===== config.mk =====
export PLATFORM = sky130hd
export DESIGN_NAME = high_to_low
export DESIGN_NICKNAME = d
export VERILOG_FILES = /design/src/rtl/bus_decode_pkg.sv /design/src/rtl/word_serializer.sv /design/src/rtl/high_to_low.sv
export SDC_FILE = /design/constraint.sdc
export NUM_CORES = 1
export LEC_CHECK = 0
export ABC_AREA = 1
export BUFFER_PORTS_ARGS = -buffer_cell sky130_fd_sc_hd__buf_2
export CAP_MARGIN = 10
export CORE_AREA = 2 2 108 84
export DETAILED_ROUTE_END_ITERATION = 8
export DIE_AREA = 0 0 110 86
export PLACE_DENSITY = 0.9
export SLEW_MARGIN = 30
export SYNTH_ARGS = -nofsm -noshare
export SYNTH_HDL_FRONTEND = slang
export SYNTH_HIERARCHICAL = 1
export SYNTH_SLANG_ARGS = --single-unit

===== constraint.sdc =====
create_clock -name clk -period 6 [get_ports clk]
set_input_delay 0.6 -clock clk [delete_from_list [all_inputs] [get_ports clk]]
set_output_delay 0.6 -clock clk [all_outputs]
set_load 0.01 [all_outputs]

===== src/rtl/bus_decode_pkg.sv =====
// bus_decode_pkg: header opcode, serializer FSM encoding and wide-bus width helper
package bus_decode_pkg;
  localparam logic [7:0] CMD_DATA_TRAN = 8'hA5;
  typedef enum logic [2:0] {IDLE, HDR_OP, HDR_AL, HDR_AH, HDR_LEN, RD_REQ, RD_WAIT, SHIFT} state_t;
  function automatic int high_width(input int low_width, input int size_log);
    return low_width << size_log;
  endfunction
endpackage


===== src/rtl/word_serializer.sv =====
// word_serializer: parallel-load one wide word and shift it out as narrow beats, LSB slice first
module word_serializer
  import bus_decode_pkg::*;
#(
  parameter int LOW_DATA_WIDTH = 8,
  parameter int BRUST_SIZE_LOG = 2,
  localparam int HIGH_DATA_WIDTH = high_width(LOW_DATA_WIDTH, BRUST_SIZE_LOG)
) (
  input  logic                       clk,
  input  logic                       rst_n,
  input  logic                       load,
  input  logic [HIGH_DATA_WIDTH-1:0] word,
  input  logic                       ready,
  output logic                       valid,
  output logic [LOW_DATA_WIDTH-1:0]  data,
  output logic                       last_beat
);
  logic [HIGH_DATA_WIDTH-1:0] shreg;
  logic [BRUST_SIZE_LOG-1:0]  beat;
  assign data = shreg[LOW_DATA_WIDTH-1:0];
  assign last_beat = beat == {BRUST_SIZE_LOG{1'b1}};
  // load resets the beat count; each accepted beat drops the low slice, valid clears after the last one
  always_ff @(posedge clk or negedge rst_n) begin
    if (!rst_n) begin
      shreg <= '0;
      beat  <= '0;
      valid <= 1'b0;
    end else if (load) begin
      shreg <= word;
      beat  <= '0;
      valid <= 1'b1;
    end else if (valid && ready) begin
      shreg <= shreg >> LOW_DATA_WIDTH;
      beat  <= beat + BRUST_SIZE_LOG'(1);
      valid <= !last_beat;
    end
  end
endmodule


===== src/rtl/high_to_low.sv =====
// high_to_low: burst read command -> wide-bus word fetches -> framed narrow beat stream
module high_to_low
  import bus_decode_pkg::*;
#(
  parameter int LOW_DATA_WIDTH = 8,
  parameter int ADDR_WIDTH = 16,
  parameter int BRUST_SIZE_LOG = 2,
  localparam int HIGH_DATA_WIDTH = high_width(LOW_DATA_WIDTH, BRUST_SIZE_LOG)
) (
  input  logic                       clk,
  input  logic                       rst_n,
  input  logic                       cmd_valid,
  output logic                       cmd_ready,
  input  logic [ADDR_WIDTH-1:0]      cmd_addr,
  input  logic [7:0]                 cmd_len,
  output logic                       high_read_req,
  output logic [ADDR_WIDTH-1:0]      high_read_addr,
  input  logic                       high_read_valid,
  input  logic [HIGH_DATA_WIDTH-1:0] high_read_data,
  output logic                       low_write_valid,
  input  logic                       low_write_ready,
  output logic [LOW_DATA_WIDTH-1:0]  low_write_data,
  output logic                       cmd_done
);
  state_t state, state_next;
  logic [ADDR_WIDTH-1:0]     addr;
  logic [15:0]               addr16;
  logic [7:0]                len, word_idx;
  logic                      accept, hdr_valid, hdr_fire, ser_load, ser_valid, ser_fire, ser_last, last_word, done_next;
  logic [LOW_DATA_WIDTH-1:0] hdr_data, hdr_data_next, ser_data;
  assign addr16 = 16'(addr);
  assign low_write_valid = hdr_valid || ser_valid;
  assign low_write_data = hdr_valid ? hdr_data : ser_valid ? ser_data : '0;
  word_serializer #(.LOW_DATA_WIDTH(LOW_DATA_WIDTH), .BRUST_SIZE_LOG(BRUST_SIZE_LOG)) u_ser (
    .clk(clk), .rst_n(rst_n), .load(ser_load), .word(high_read_data), .ready(low_write_ready),
    .valid(ser_valid), .data(ser_data), .last_beat(ser_last)
  );
  // state register
  always_ff @(posedge clk or negedge rst_n) begin
    if (!rst_n) state <= IDLE;
    else state <= state_next;
  end
  // next state, handshakes, read strobe and the header beat that goes with the next state
  always_comb begin
    state_next = state;
    done_next = 1'b0;
    cmd_ready = state == IDLE && !cmd_done;
    accept = cmd_valid && cmd_ready;
    high_read_req = state == RD_REQ;
    high_read_addr = high_read_req ? addr + ADDR_WIDTH'(word_idx) : '0;
    hdr_fire = hdr_valid && low_write_ready;
    ser_fire = ser_valid && low_write_ready;
    ser_load = state == RD_WAIT && high_read_valid;
    last_word = word_idx == len - 8'd1;
    case (state)
      IDLE: begin
        state_next = accept && cmd_len != 8'd0 ? HDR_OP : IDLE;
        done_next = accept && cmd_len == 8'd0;
      end
      HDR_OP:  state_next = hdr_fire ? HDR_AL : state;
      HDR_AL:  state_next = hdr_fire ? HDR_AH : state;
      HDR_AH:  state_next = hdr_fire ? HDR_LEN : state;
      HDR_LEN: state_next = hdr_fire ? RD_REQ : state;
      RD_REQ:  state_next = RD_WAIT;
      RD_WAIT: state_next = high_read_valid ? SHIFT : state;
      SHIFT: begin
        state_next = ser_fire && ser_last ? (last_word ? IDLE : RD_REQ) : state;
        done_next = ser_fire && ser_last && last_word;
      end
    endcase
    hdr_data_next = state_next == HDR_OP  ? LOW_DATA_WIDTH'(CMD_DATA_TRAN) :
                    state_next == HDR_AL  ? LOW_DATA_WIDTH'(addr16[7:0]) :
                    state_next == HDR_AH  ? LOW_DATA_WIDTH'(addr16[15:8]) :
                    state_next == HDR_LEN ? LOW_DATA_WIDTH'(len) : '0;
  end
  // command latch, word counter, registered header beat and done pulse
  always_ff @(posedge clk or negedge rst_n) begin
    if (!rst_n) begin
      addr      <= '0;
      len       <= '0;
      word_idx  <= '0;
      hdr_valid <= 1'b0;
      hdr_data  <= '0;
      cmd_done  <= 1'b0;
    end else begin
      cmd_done  <= done_next;
      hdr_valid <= state_next inside {HDR_OP, HDR_AL, HDR_AH, HDR_LEN};
      hdr_data  <= hdr_data_next;
      if (accept) begin
        addr     <= cmd_addr;
        len      <= cmd_len;
        word_idx <= '0;
      end else if (state == SHIFT && state_next == RD_REQ) begin
        word_idx <= word_idx + 8'd1;
      end
    end
  end
endmodule


Word-level counts from Yosys, hierarchy flattened --
Index checks and enable logic that the tools add are counted.
Operators by class: add/subtract/negate cells 4, eq/ne operators 14, multiplexer cells 25, reduce and logical (&&, ||, !) cells 19
Operators by type and width (number):
- 32-bit 2-to-1 mux | 2
- 8-bit 2-to-1 mux | 8
- 3-bit one-hot mux with 8 select lines | 1
- 3-bit 2-to-1 mux | 7
- 3-bit equality test (second input constant) | 6
- 16-bit by 8-bit adder with 16-bit output | 1
- 16-bit 2-to-1 mux | 1
- 3-bit by 2-bit equality test with 1-bit output (second input constant) | 4
- 1-bit logical AND | 10
- 8-bit by 1-bit adder with 8-bit output (second input constant) | 1
- 8-bit equality test | 1
- 8-bit zero test | 1
- 8-bit nonzero test | 1
- 8-bit by 1-bit subtractor with 8-bit output (second input constant) | 1
- 3-bit by 1-bit equality test with 1-bit output (second input constant) | 2
- 2-bit 2-to-1 mux | 2
- 2-bit nonzero test | 2
- 4-bit nonzero test | 1
- 3-bit zero test | 1
- 1-bit 2-to-1 mux | 3
- 2-bit by 1-bit adder with 2-bit output (second input constant) | 1
- 2-bit equality test (second input constant) | 1
- 1-bit zero test | 2
- 1-bit one-hot mux with 2 select lines | 1
- 1-bit logical OR | 1
Word-level totals: register bits 80

Logic depth before layout (Yosys ltp) --
depth in word-level cells 11, depth in mapped cells 20

By module --
Netlist, hierarchy kept.
By module, submodules not included:
- high_to_low | instances 1, cells an instance 452, area an instance 3100.5 µm², sequential area each 1126.1 µm²
- word_serializer | instances 1, cells an instance 233, area an instance 1815.5 µm², sequential area each 875.8 µm²

Worst setup path before layout --
Ideal clock, no wire load.
path type reg2out, from register word_idx[4], to output port high_read_addr[13], arrival time 1.874 ns, data required time 5.400 ns, path slack 3.526 ns, cell stages (with the launch flop) 12, buffers on the path 1, cells stage by stage dfrtp_1 > ha_1 > clkbuf_1 > nand2_1 > o21ai_0 > nand3_1 > o2111ai_1 > nand2_1 > nor2_1 > nand2_1 > nor2_1 > o21a_1
On the way: cells in the longest elaborated chain, start to end 2
Ends and longest elaborated chain:
- start, declared | RTL line high_to_low.sv:28 | logic [7:0] len, word_idx;
- start signal, assigned | RTL line high_to_low.sv:94 | word_idx <= word_idx + 8'd1;
- 16-bit by 8-bit adder with 16-bit output | RTL line high_to_low.sv:50 | high_read_addr = high_read_req ? addr + ADDR_WIDTH'(word_idx) : '0;
- 16-bit 2-to-1 mux | RTL line high_to_low.sv:50
- end, declared | RTL line high_to_low.sv:17 | output logic [ADDR_WIDTH-1:0] high_read_addr,
Every way passes these cells.

Worst setup path after layout --
from register word_idx[3], to output port high_read_addr[13]
The elaborated chain is that of the path after synthesis.

==> qor.csv <==
stage,metric,value,unit
worst_setup_path,worstPathMaxFanout,7,
finish,drive_gt1_frac,0.1884,
worst_setup_path,crit_type,reg -> out,
worst_setup_path,required,5400,ps
synth,synth.top_cell.area_share,0.4072,
synth,yosysTopAreaCell,dfrtp_1,
worst_setup_path,worst-path-stages,11,
finish,diodes,0,
finish,fillers,695,
floorplanning,core_area,8309,um^2
worst_setup_path,crit_chain,"ha_1, nand2_1, o21ai_0, nand3_1, o2111ai_1, nand2_1, nor2_1, nand2_1, nor2_1, o21a_1, buf_2",
route,first_pass_iters,6,
finish,mostFrequentLayoutCells,"nand2_1, buf_2, dfrtp_1, nand3_1, inv_1",
synth,ys_types,37,
worst_setup_path,critPathCaptureType,output pin,
route,dr_total_vias,4763,
global_route,grt_max_degree,55,
synth,ys_top_cells_by_area,"dfrtp_1, nand2_1, nand3_1",
timing,postLayoutSetupSlackWorst,2825,ps
route,wl_met2,5570,um
worst_setup_path,crit_slowest_cell,dfrtp_1,
timing,drv_slew,0,
finish,seqCellArea,2002,um^2
clock_network,root_buffer,clkbuf_8,
power,power_leakage,3.103,nW
timing,fin_skew,11.41,ps
clock_network,cts_made_buffers,9,
worst_setup_path,critPathBufInv,1,
synth,syn_area,4916,um^2
route,wl,12670,um
clock_network,cts-htree-levels,3,
floorplanning,start_util,0.5916,
synth,seq_area_frac_synth,0.4072,
synth,synth.avg_cell_area,7.177,um^2
timing,clock.fmax,315.0,MHz
route,drc_errors,0,
floorplanning,row_count,29,
timing,finalHoldViolCount,0,
route,ant_nets,0,
timing,worst-slew-pin-transition,749.4,ps
floorplanning,die_w,110,um
timing,finalCritPeriodShare,0.5291,
route,routedWlPerCell,14.61,um
power,peakVddDrop,254.5,uV
placement,dpl.hpwl,9264,um
worst_setup_path,path_delay_family,simple AND/OR/NAND/NOR gates,
floorplanning,fp.dieH,86,um
route,wl_met3,1188,um
finish,fin_cells,867,
clock_network,postCtsSetupRepairBufs,0,
global_route,gr-total-overflow,0,
route,highest_layer,met4,
placement,place_ws,3258,ps
global_route,grt_pass1_wl,21060,um
route,via_per_inst,5.494,
clock_network,clk_path_buf_depth,2,
worst_setup_path,cp_slowest_stage_delay,500,ps
job,cap_viol_max_count,0,
worst_setup_path,worstRegToRegCells,9,
placement,io_buffers,88,
timing,relSlewSlack,0.4977,
finish,multi_input_area,2474,um^2
hold_path,hold_class,in -> async,
timing,timing.final.crit_period,3175,ps
clock_network,clock_latency,360,ps
power,powerDensity,470.2,nW/um^2
clock_network,cts_sinks,80,
timing,setup_viol,0,
clock_network,cts_tree,built,
finish,fin_nets,827,
synth,syn_inst,685,
timing,rsz0062_at_grt,false,
global_route,track_usage,0.2875,
outcome,status,"complete, no violations",
clock_network,hold_buffers,0,
worst_setup_path,crit_top_cell,nand2_1,
synth,ys_seq_elements,80,
floorplanning,io_pins,89,
power,total_power,2.598,mW
timing,setup-tns-final,0,ps
placement,gp_congestion,0.9829,
clock_network,clk_pin_slew,90,ps
global_route,antenna_found_initial,0,
worst_setup_path,worst_setup_path_start_kind,register,
route,drt_iter0_markers,503,
finish,layout_commonest_cell,nand2_1,
route,wirelength_met1,5606,um
global_route,grt_pass1_vias,4426,
finish,area_growth,12.40,%
floorplanning,die_area,9460,um^2
synth,yosys_warnings,6,
synth,syn-num-nets,758,
clock_network,post_cts_resized,0,
worst_setup_path,crit_arrival,2570,ps
placement,dp.cells,851,
==> synthesized netlist by cell type <==
cell / number
inv_1: 41
nor2_8: 1
o21ai_0: 22
buf_4: 15
a21oi_1: 18
fa_1: 1
nor4_1: 2
nor3_1: 4
clkbuf_1: 7
ha_1: 11
o21ai_1: 7
buf_6: 10
nor2_1: 34
nor2_2: 6
o21a_1: 1
clkinv_1: 2
nand2_8: 1
nand3_2: 2
inv_8: 1
nand4_1: 10
dfrtp_1: 80
buf_2: 1
xor2_1: 9
xnor2_1: 2
nand3_1: 75
nand3_4: 1
a31oi_1: 2
or2_2: 3
a21oi_2: 1
o2111ai_1: 1
inv_2: 7
nand2_1: 294
nand2_4: 2
o211ai_1: 1
o41ai_1: 1
a21o_1: 1
nand2_2: 8
==> cell type report <==
| cell class | instances | area share |
|---|---|---|
| sequential | 80 | 0.3623 |
| clock inverter | 5 | 0.01427 |
| multi-input combinational | 521 | 0.4477 |
| tap | 108 | 0.02446 |
| timing repair buffer | 91 | 0.08786 |
| clock buffer | 11 | 0.02740 |
| inverter | 51 | 0.03601 |
==> through the flow <==
| step | utilization | instance area [um^2] | hold WS (ps) |
|---|---|---|---|
| 2_1_floorplan | - | 4916 | 304.4 |
| 3_3_place_gp | 0.6324 | 5255 | 486.3 |
| 3_5_place_dp | 0.6373 | 5295 | 495.3 |
| 4_1_cts | 0.6650 | 5525 | 190.5 |
| 5_1_grt | 0.6650 | 5525 | 211.8 |
| 6_report | 0.6650 | 5525 | 175.9 |
==> flip-flops by register name, indices dropped and copies added (netlist names) <==
register     count
u_ser/shreg     32
addr            16
hdr_data         8
len              8
word_idx         8
state            3
u_ser/beat       2
cmd_done         1
hdr_valid        1
u_ser/valid      1
==> per-layer routing <==
layer | global-route usage | vias to the layer above
met5 | 0 | -
met4 | 0.09436 | 0
met3 | 0.07371 | 38
met2 | 0.4255 | 249
met1 | 0.4123 | 2155
li1 | - | 2321
==> worst paths after layout <==
kind / startpoint / endpoint / slack (ps)
max: word_idx[3]$_DFFE_PN0P_ / high_read_addr[13] / 2830
max reg2reg: state[0]$_DFF_PN0_ / word_idx[4]$_DFFE_PN0P_ / 3520
min: rst_n / u_ser/shreg[25]$_DFFE_PN0P_ / 180
min reg2reg: u_ser/shreg[22]$_DFFE_PN0P_ / u_ser/shreg[22]$_DFFE_PN0P_ / 520
min in group clk: cmd_addr[13] / addr[13]$_DFFE_PN0P_ / 430
max in group asynchronous: rst_n / u_ser/shreg[22]$_DFFE_PN0P_ / 5230
==> where the power goes <==
| part | switching, mW | internal [mW] |
|---|---|---|
| Sequential | 0.221 | 0.740 |
| Combinational | 0.783 | 0.401 |
| Clock | 0.198 | 0.256 |
==> logic make-up after synthesis <==
group | count (synthesis) | synth area share
compound gates | 55 | 0.06032
xor+xnor | 11 | 0.01960
fa+ha+maj | 12 | 0.03207
buf+inv | 84 | 0.09265
flops | 80 | 0.4072
simple gates | 443 | 0.3881
No activity file was read; power rests on OpenSTA's default activity.
